===== src/rtl/leaf_out_arbiter.sv =====
`default_nettype none
// ============================================================================
// Module   : leaf_out_arbiter
// Brief    : Round-robin scheduler that packs the leaf's user output streams
//            onto the single BFT egress stream, gated per port by a
//            configured destination and a freespace credit count.
// Revision : 1.0  initial release
// ============================================================================
module leaf_out_arbiter #(
    parameter int NUM_OUT_PORTS         = 4,
    parameter int PAYLOAD_BITS          = 32,
    parameter int NUM_LEAF_BITS         = 5,
    parameter int NUM_PORT_BITS         = 4,
    parameter int NUM_ADDR_BITS         = 7,
    parameter int PACKET_BITS           = 1 + NUM_LEAF_BITS + NUM_PORT_BITS + NUM_ADDR_BITS + PAYLOAD_BITS,
    parameter int CREDIT_BITS           = 8,
    parameter int INIT_CREDIT           = 128,
    parameter int FREESPACE_UPDATE_SIZE = 64
) (
    input  logic                                    clk,
    input  logic                                    reset_n,
    input  logic                                    resend,
    input  logic [NUM_OUT_PORTS*PAYLOAD_BITS-1:0]   din_user,
    input  logic [NUM_OUT_PORTS-1:0]                vld_user,
    output logic [NUM_OUT_PORTS-1:0]                ack_user,
    input  logic                                    cfg_we,
    input  logic [$clog2(NUM_OUT_PORTS)-1:0]        cfg_port,
    input  logic [NUM_LEAF_BITS-1:0]                cfg_leaf,
    input  logic [NUM_PORT_BITS-1:0]                cfg_dport,
    input  logic                                    credit_upd,
    input  logic [$clog2(NUM_OUT_PORTS)-1:0]        credit_port,
    output logic [PACKET_BITS-1:0]                  dout_pkt,
    input  logic                                    out_rdy
);

    localparam int SEL_BITS = $clog2(NUM_OUT_PORTS);
    // Two guard bits let add-then-subtract be evaluated before saturating.
    localparam int SUM_BITS = CREDIT_BITS + 2;
    localparam logic [SUM_BITS-1:0] CREDIT_MAX = SUM_BITS'((1 << CREDIT_BITS) - 1);
    localparam logic [SUM_BITS-1:0] UPD_SIZE   = SUM_BITS'(FREESPACE_UPDATE_SIZE);

    logic [PACKET_BITS-1:0]   r_pkt;
    logic [SEL_BITS-1:0]      r_rr_ptr;

    logic [NUM_OUT_PORTS-1:0] w_elig;
    logic [PAYLOAD_BITS-1:0]  w_word  [NUM_OUT_PORTS];
    logic [NUM_LEAF_BITS-1:0] w_leaf  [NUM_OUT_PORTS];
    logic [NUM_PORT_BITS-1:0] w_dport [NUM_OUT_PORTS];
    logic [NUM_ADDR_BITS-1:0] w_addr  [NUM_OUT_PORTS];

    logic                     w_can_load;
    logic                     w_grant_vld;
    logic                     w_take;
    logic [SEL_BITS-1:0]      w_grant;

    // The output slot can be refilled when empty or being drained, never while resending.
    assign w_can_load = (!r_pkt[PACKET_BITS-1] || out_rdy) && !resend;
    assign w_take     = w_can_load && w_grant_vld;

    // Per-port destination, sequence address and credit state.
    generate
        for (genvar i = 0; i < NUM_OUT_PORTS; i++) begin : g_port
            localparam logic [SEL_BITS-1:0] PORT_ID = SEL_BITS'(i);

            logic                     r_cfg_en;
            logic [NUM_LEAF_BITS-1:0] r_leaf;
            logic [NUM_PORT_BITS-1:0] r_dport;
            logic [NUM_ADDR_BITS-1:0] r_addr;
            logic [CREDIT_BITS-1:0]   r_credit;
            logic [CREDIT_BITS-1:0]   w_credit_nxt;
            logic                     w_cons;
            logic                     w_upd;

            assign w_cons     = w_take && (w_grant == PORT_ID);
            assign w_upd      = credit_upd && (credit_port == PORT_ID);
            assign w_elig[i]  = vld_user[i] && r_cfg_en && (r_credit != '0);
            assign w_word[i]  = din_user[i*PAYLOAD_BITS +: PAYLOAD_BITS];
            assign w_leaf[i]  = r_leaf;
            assign w_dport[i] = r_dport;
            assign w_addr[i]  = r_addr;

            // Next credit: apply update and consumption together, then saturate.
            always_comb begin
                logic [SUM_BITS-1:0] sum;
                sum = SUM_BITS'(r_credit);
                if (w_upd)  sum = sum + UPD_SIZE;
                if (w_cons) sum = sum - SUM_BITS'(1);
                w_credit_nxt = (sum > CREDIT_MAX) ? '1 : sum[CREDIT_BITS-1:0];
            end

            // Port state register: config writes, address advance, credit tracking.
            always_ff @(posedge clk or negedge reset_n) begin
                if (!reset_n) begin
                    r_cfg_en <= 1'b0;
                    r_leaf   <= '0;
                    r_dport  <= '0;
                    r_addr   <= '0;
                    r_credit <= CREDIT_BITS'(INIT_CREDIT);
                end else begin
                    r_credit <= w_credit_nxt;
                    if (cfg_we && (cfg_port == PORT_ID)) begin
                        r_cfg_en <= 1'b1;
                        r_leaf   <= cfg_leaf;
                        r_dport  <= cfg_dport;
                    end
                    if (w_cons) r_addr <= r_addr + 1'b1;
                end
            end
        end
    endgenerate

    // Round-robin search starting just after the last winner.
    always_comb begin
        int                  idx;
        logic [SEL_BITS-1:0] sel;
        idx         = 0;
        sel         = '0;
        w_grant_vld = 1'b0;
        w_grant     = r_rr_ptr;
        for (int k = 1; k <= NUM_OUT_PORTS; k++) begin
            idx = (int'(r_rr_ptr) + k) % NUM_OUT_PORTS;
            sel = SEL_BITS'(idx);
            if (!w_grant_vld && w_elig[sel]) begin
                w_grant_vld = 1'b1;
                w_grant     = sel;
            end
        end
    end

    // Accept pulse goes to the winner in the same cycle as the decision.
    always_comb begin
        ack_user = '0;
        if (w_take) ack_user[w_grant] = 1'b1;
    end

    // Resend masks the output without disturbing the held packet.
    assign dout_pkt = resend ? '0 : r_pkt;

    // Output packet register and round-robin pointer.
    always_ff @(posedge clk or negedge reset_n) begin
        if (!reset_n) begin
            r_pkt    <= '0;
            r_rr_ptr <= SEL_BITS'(NUM_OUT_PORTS - 1);
        end else if (w_can_load) begin
            if (w_take) begin
                r_pkt    <= {1'b1, w_leaf[w_grant], w_dport[w_grant], w_addr[w_grant], w_word[w_grant]};
                r_rr_ptr <= w_grant;
            end else begin
                r_pkt    <= '0;
            end
        end
    end

endmodule
`default_nettype wire


===== config.mk =====
export PLATFORM = sky130hd
export DESIGN_NAME = leaf_out_arbiter
export DESIGN_NICKNAME = d
export VERILOG_FILES = /design/src/rtl/leaf_out_arbiter.sv
export SDC_FILE = /design/constraint.sdc
export NUM_CORES = 1
export LEC_CHECK = 0
export BUFFER_PORTS_ARGS = -buffer_cell sky130_fd_sc_hd__buf_2
export CORE_UTILIZATION = 59
export CTS_CLUSTER_SIZE = 16
export DETAILED_ROUTE_END_ITERATION = 12
export PLACE_DENSITY = 0.89
export SETUP_SLACK_MARGIN = 0.05
export SYNTH_ARGS = -nofsm -noshare
export SYNTH_HDL_FRONTEND = slang
export SYNTH_SLANG_ARGS = --single-unit

===== constraint.sdc =====
create_clock -name clk -period 5 [get_ports clk]
set_input_delay 0 -clock clk [delete_from_list [all_inputs] [get_ports clk]]
set_output_delay 0 -clock clk [all_outputs]
set_load 0.05 [all_outputs]

* Yosys cells after proc, flatten, opt, wreduce, memory -nomap -nowiden
Cells that the tools add are included.
Operators by class: $add $sub $neg 16, $lt $le $gt $ge 11, eq/ne operators 9, muxes and demuxes 45, bitwise gates (word level) 1, reduce and logical (&&, ||, !) cells 40
Operators by type and width (count):
- 49-bit two-way mux | 2
- 32-bit binary-select mux with 2-bit select | 1
- 32-bit two-way mux | 2
- 10-bit by 8-bit greater-than comparator with 1-bit output (second input constant) | 4
- 10-bit two-way mux | 4
- 10-bit by 1-bit subtractor with 10-bit output (second input constant) | 4
- 8-bit by 7-bit adder with 9-bit output (second input constant) | 4
- 9-bit two-way mux | 4
- 8-bit two-way mux | 4
- 8-bit nonzero test | 4
- 7-bit by 1-bit adder with 7-bit output (second input constant) | 4
- 1-bit logical AND | 26
- 2-bit by 3-bit < comparator with 1-bit output (second input constant) | 5
- 7-bit binary-select mux with 2-bit select | 1
- 7-bit two-way mux | 2
- 2-bit == test (second input constant) | 6
- 4-bit two-way mux | 3
- 5-bit binary-select mux with 2-bit select | 1
- 5-bit two-way mux | 2
- 1-bit two-way mux | 9
- 1-bit binary-select mux with 2-bit select | 4
- 4-bit binary-select mux with 2-bit select | 1
- 2-bit two-way mux | 4
- 2-bit by 1-bit == test with 1-bit output (second input constant) | 3
- other kinds (10) | 18
Storage, ports and cells: bits in registers 151, logic and storage cells 144

* Depth between registers and ports, before layout
word-level depth 19, mapped depth 12, gate-level depth less buffers 10

* Least setup slack after synthesis
No wires, ideal clock.
path type reg2reg, start register g_port[1].r_credit[7], end register g_port[1].r_credit[1], data arrival time 2.491 ns, required time 4.896 ns, slack 2.405 ns, stages on the path, launching flop included 10, period minus slack after synthesis 2.595 ns, cells stage by stage dfstp_2 inv_1 ha_1 a31oi_1 and3_1 o31ai_1 buf_2 o41ai_2 o31ai_4 o311ai_1
On the way: cells in the longest elaborated chain, start to end 19, elaborated cells on any way between the ends 33, those cells by class 2 x add/sub; 1 x order compare; 1 x eq/ne; 19 x mux; 10 x reduce/logical
RTL lines:
- start, declared | RTL line 69 | logic [CREDIT_BITS-1:0] r_credit;
- start signal, assigned | RTL line 98 | r_credit <= CREDIT_BITS'(INIT_CREDIT);
- start signal, assigned | RTL line 100 | r_credit <= w_credit_nxt;
- 8-bit nonzero test | RTL line 76 | assign w_elig[i] = vld_user[i] && r_cfg_en && (r_credit != '0);
- 1-bit logical AND | RTL line 76
- 1-bit binary-select mux with 2-bit select | RTL line 123 | if (!w_grant_vld && w_elig[sel]) begin
- 1-bit two-way mux (implied by the code) | RTL line 123
- 1-bit two-way mux | RTL line 123
- 1-bit logical NOT | RTL line 123
- 1-bit logical AND | RTL line 123
- 1-bit two-way mux | RTL line 123
- [... 4 more ...]
- 1-bit logical AND | RTL line 123
- 2-bit two-way mux / 1-bit two-way mux (equally long branches) | RTL line 123
- 2-bit by 1-bit == test with 1-bit output / 1-bit logical AND (equally long branches) | RTL line 74, 58
- 1-bit logical AND | RTL line 74 | assign w_cons = w_take && (w_grant == PORT_ID);
- 10-bit two-way mux * | RTL line 87 | if (w_cons) sum = sum - SUM_BITS'(1);
- 10-bit by 8-bit greater-than comparator with 1-bit output | RTL line 88 | w_credit_nxt = (sum > CREDIT_MAX) ? '1 : sum[CREDIT_BITS-1:0];
- 8-bit two-way mux * | RTL line 88
- named net g_port[1].w_credit_nxt[1] | RTL line 70 | logic [CREDIT_BITS-1:0] w_credit_nxt;
Mark *: on every way through the listed nets, which the timed path passes. The rest lies on a longest branch. The select of a mux whose other input is x is not followed. A chain may end at the register's enable or synchronous reset.

* Worst setup path after layout
start register g_port[0].r_credit[0], end register r_pkt[22]
On the way: cells in the longest elaborated chain, start to end 19, elaborated cells on any way between the ends 30, those cells by class 20 x mux; 1 x bitwise; 9 x reduce/logical
RTL lines:
- start, declared | RTL line 69
- start signal, assigned | RTL line 98
- start signal, assigned | RTL line 100
- 8-bit nonzero test * | RTL line 76
- 1-bit logical AND * | RTL line 76
- 1-bit binary-select mux with 2-bit select | RTL line 123
- 1-bit two-way mux (implied by the code) | RTL line 123
- 1-bit two-way mux | RTL line 123
- 1-bit logical NOT | RTL line 123
- 1-bit logical AND | RTL line 123
- 1-bit two-way mux | RTL line 123
- [... 2 more ...]
- 1-bit two-way mux | RTL line 123
- 1-bit logical NOT | RTL line 123
- 1-bit logical AND | RTL line 123
- 2-bit two-way mux | RTL line 123
- 2-bit inverter with 3-bit output (implied by the code) | RTL line 146 | r_pkt <= {1'b1, w_leaf[w_grant], w_dport[w_grant], w_addr[w_grant], w_word[w_grant]};
- 32-bit binary-select mux with 2-bit select | RTL line 146
- 32-bit two-way mux (implied by the code) (2 in series) | RTL line 146
- 49-bit two-way mux * | RTL line 145 | if (w_take) begin
- end signal, assigned | RTL line 146
- end, declared | RTL line 42 | logic [PACKET_BITS-1:0] r_pkt;
Every way passes the cells marked *; elsewhere a longest branch is shown, timed or not. The select of a mux whose other input is x is not followed.

==> flow_summary.toml <==
[run_status]
status = "complete, no violations"

[cts]
clk_path_buf_depth = 2
cts_setup_buffers = 0
root_buffer = "clkbuf_16"
cts_tree = "yes"
numCtsBuffers = 17
clock_latency_ns = 0.44
cts.sinks = 151
htree_num_levels = 4
cts.reportedPaths.clkPinSlew_ns = 0.06

[place]
dpl.hpwl_um = 14890
dp_cells = 1155
gp_congestion = 0.8768
port_buffers = 203
pre_cts_ws_ns = 1.473
placed_area_mm2 = 0.009726

[sta]
finalWorstSetupSlack_ns = 0.2604
hold_viol_final = 0
slew_viol_final = 0
finalClockSkew_ns = 0.01740
setup_viol = 0
fin_crit_sh = 0.9479
fin_crit_ns = 4.740
setup_tns_ns = 0
max_freq_mhz = 211.0
worstMarginPinSlew_ns = 1.131
slew_headroom = 0.2442
rsz0062_at_grt = "no"
fin_hold_ws_ns = 0.1033

[yosys]
ys_warn_count = 0
ys_seq_area_frac = 0.4400
yosys.area.top_type = "dfrtp_1"
synth_cell_types = 67
yosysTopAreaCellShare = 0.4217
netlist_instances = 813
synthesis.nets = 980
syn_area_mm2 = 0.008605
synth-seq-cells = 151
postSynthAreaPerCell_um2 = 10.58
synthArstFlopShare = 1.000
synth_edf_count = 0
synth_area_leaders = "dfrtp_1 42%, mux2i_1 11%, nand2_1 5.8%, mux2_2 5.1%, xnor2_1 4.0%"
synthFlopType = "dfrtp_1"

[finish]
fin_util = 0.8118
nets = 1269
area_growth_pct = 32.49
multi_input_comb_area_mm2 = 0.004554
fin_cells = 1298
final_common_cell = "buf_2"
fillers = 698
layout_common_cells = "202 x buf_2, 145 x dfrtp_1, 133 x nand2_1"
drive_gt1_frac = 0.2888
postLayoutCellArea_mm2 = 0.01140
seq_area_mm2 = 0.003786

[run]
maxCapViolations = 0

[grt]
grt_pass1_vias = 8361
grt_pass1_wl_um = 46000
grt_max_degree = 98
grt_usage = 0.4159
overflow = 0
antenna_found_initial = 6

[worst_setup_path]
critPathBufInv = 4
crit_required_ns = 5.31
crit_fanout = 42
worstPathArrival_ns = 5.05
criticalPathCategory = "register to register"
crit_path_max_incr_delay_ns = 0.62
end_kind = "register"
cp_top_family = "buffers and inverters"
slowest_stage = "dlygate4sd3_1"
path_cells = "inv_1, ha_1, nor3b_2, a31oi_1, a21oi_1, o21a_4, buf_6, mux2i_1, dlygate4sd3_1, o221ai_1, dlygate4sd3_1"
startpoint_type = "register"
cpMostUsedCell = "dlygate4sd3_1"

[floorplan]
die_y_um = 122.8
core-area_mm2 = 0.01404
io_pins = 204
die_area_mm2 = 0.01507
row_count = 43
start_util = 0.6128
die_width_um = 122.8

[drt]
drc_errors = 0
route.met3.wl_um = 3356
num_vias = 8278
drt_wl_total_um = 29650
viasPerCell = 6.378
wl_per_cell_um = 22.84
met2_length_um = 14120
antenna_left = 0
drt_iter0_markers = 914
drt-met1-wl_um = 10240
drtPass1Iterations = 6
routed.top_layer = "met5"

[hold_path]
hp-class = "input port to register"

[power_and_ir_drop]
power.total_mw = 6.587
ir_worst_vdd_mv = 0.3321
power_density_mw_per_mm2 = 577.8
power_leakage_nw = 5.409
power breakdown:
| group | leakage [nW] | switching [mW] | internal (mW) |
|---|---|---|---|
| combinational | 3.33 | 1.87 | 1.35 |
| clock | 0.284 | 0.528 | 0.756 |
| sequential | 1.80 | 0.418 | 1.67 |
| total | 5.41 | 2.81 | 3.78 |
kinds of logic after synthesis:
logic type	count (synthesis)	synth area share
AOI/OAI and AO/OA	96	0.1022
xor gates and xnor gates	56	0.05700
adders and majority gates	16	0.02327
buffers and inverters	70	0.03664
DFF	151	0.4400
muxes	137	0.1655
and+or+nand+nor	287	0.1754
synth_stat cells (all sizes together), types with 4 or more instances:
cell      n
a21oi     6
a31oi     9
a32o     31
and3      6
buf      33
clkbuf   18
dfrtp   145
dfstp     6
ha       16
inv      19
mux2     39
mux2i    98
nand2   133
nand2b    4
nand3    14
nand4    24
nor2     18
nor2b    51
nor3      8
nor4      9
nor4b     4
o21ai     9
o221ai   17
xnor2    39
xor2     17
path summary, 6_finish.rpt:
path	slack (ns)	endpoint	start	cells past startpoint
min reg2reg	0.47	g_port[0].r_cfg_en$_DFFE_PN0P_	g_port[0].r_cfg_en$_DFFE_PN0P_	1
min in group asynchronous	0.20	g_port[2].r_addr[2]$_DFFE_PN0N_	reset_n	2
max in group asynchronous	3.48	r_pkt[12]$_DFFE_PN0P_	reset_n	3
max	0.26	r_pkt[22]$_DFFE_PN0P_	g_port[0].r_credit[0]$_DFF_PN0_	11
max reg2reg	0.26	r_pkt[22]$_DFFE_PN0P_	g_port[0].r_credit[0]$_DFF_PN0_	11
min	0.10	g_port[0].r_dport[0]$_DFFE_PN0P_	cfg_port[0]	3
cell type report:
cell class / count / area share
multi-input cells: 593 / 0.3995
flip-flops and latches: 151 / 0.3321
repair buffers: 320 / 0.1905
clock buffers: 19 / 0.03973
well taps: 180 / 0.01976
clock inverters: 13 / 0.01141
inverters: 19 / 0.006256
diodes: 3 / 0.0006585
worst register-to-register path, cell delays in order (launching register included):
cell           delay, ns
dfrtp_1             0.43
inv_1               0.12
ha_1                0.19
nor3b_2             0.45
a31oi_1             0.29
a21oi_1             0.52
o21a_4              0.45
buf_6               0.48
mux2i_1             0.33
dlygate4sd3_1       0.62
o221ai_1            0.15
dlygate4sd3_1       0.59
flip-flops by register name, indices dropped and copies added, names as in the netlist:
name and cells:
g_port.r_cfg_en 4, g_port.r_dport 16, g_port.r_leaf 20, g_port.r_addr 28, r_pkt 49, g_port.r_credit 32, r_rr_ptr 2
routing by layer:
metal  GRT usage  vias up
met5     0.02778        -
li1            -     3503
met3      0.1989      178
met1      0.4546     3994
met2      0.6447      597
met4      0.2645        6
what timing repair did:
item                                   CTS  global route
hold buffers                           107             0
setup endpoints to repair                0            17
resized for setup                        0             1
endpoints found under the hold margin  162             0
Power figures use the tool's default switching activity.
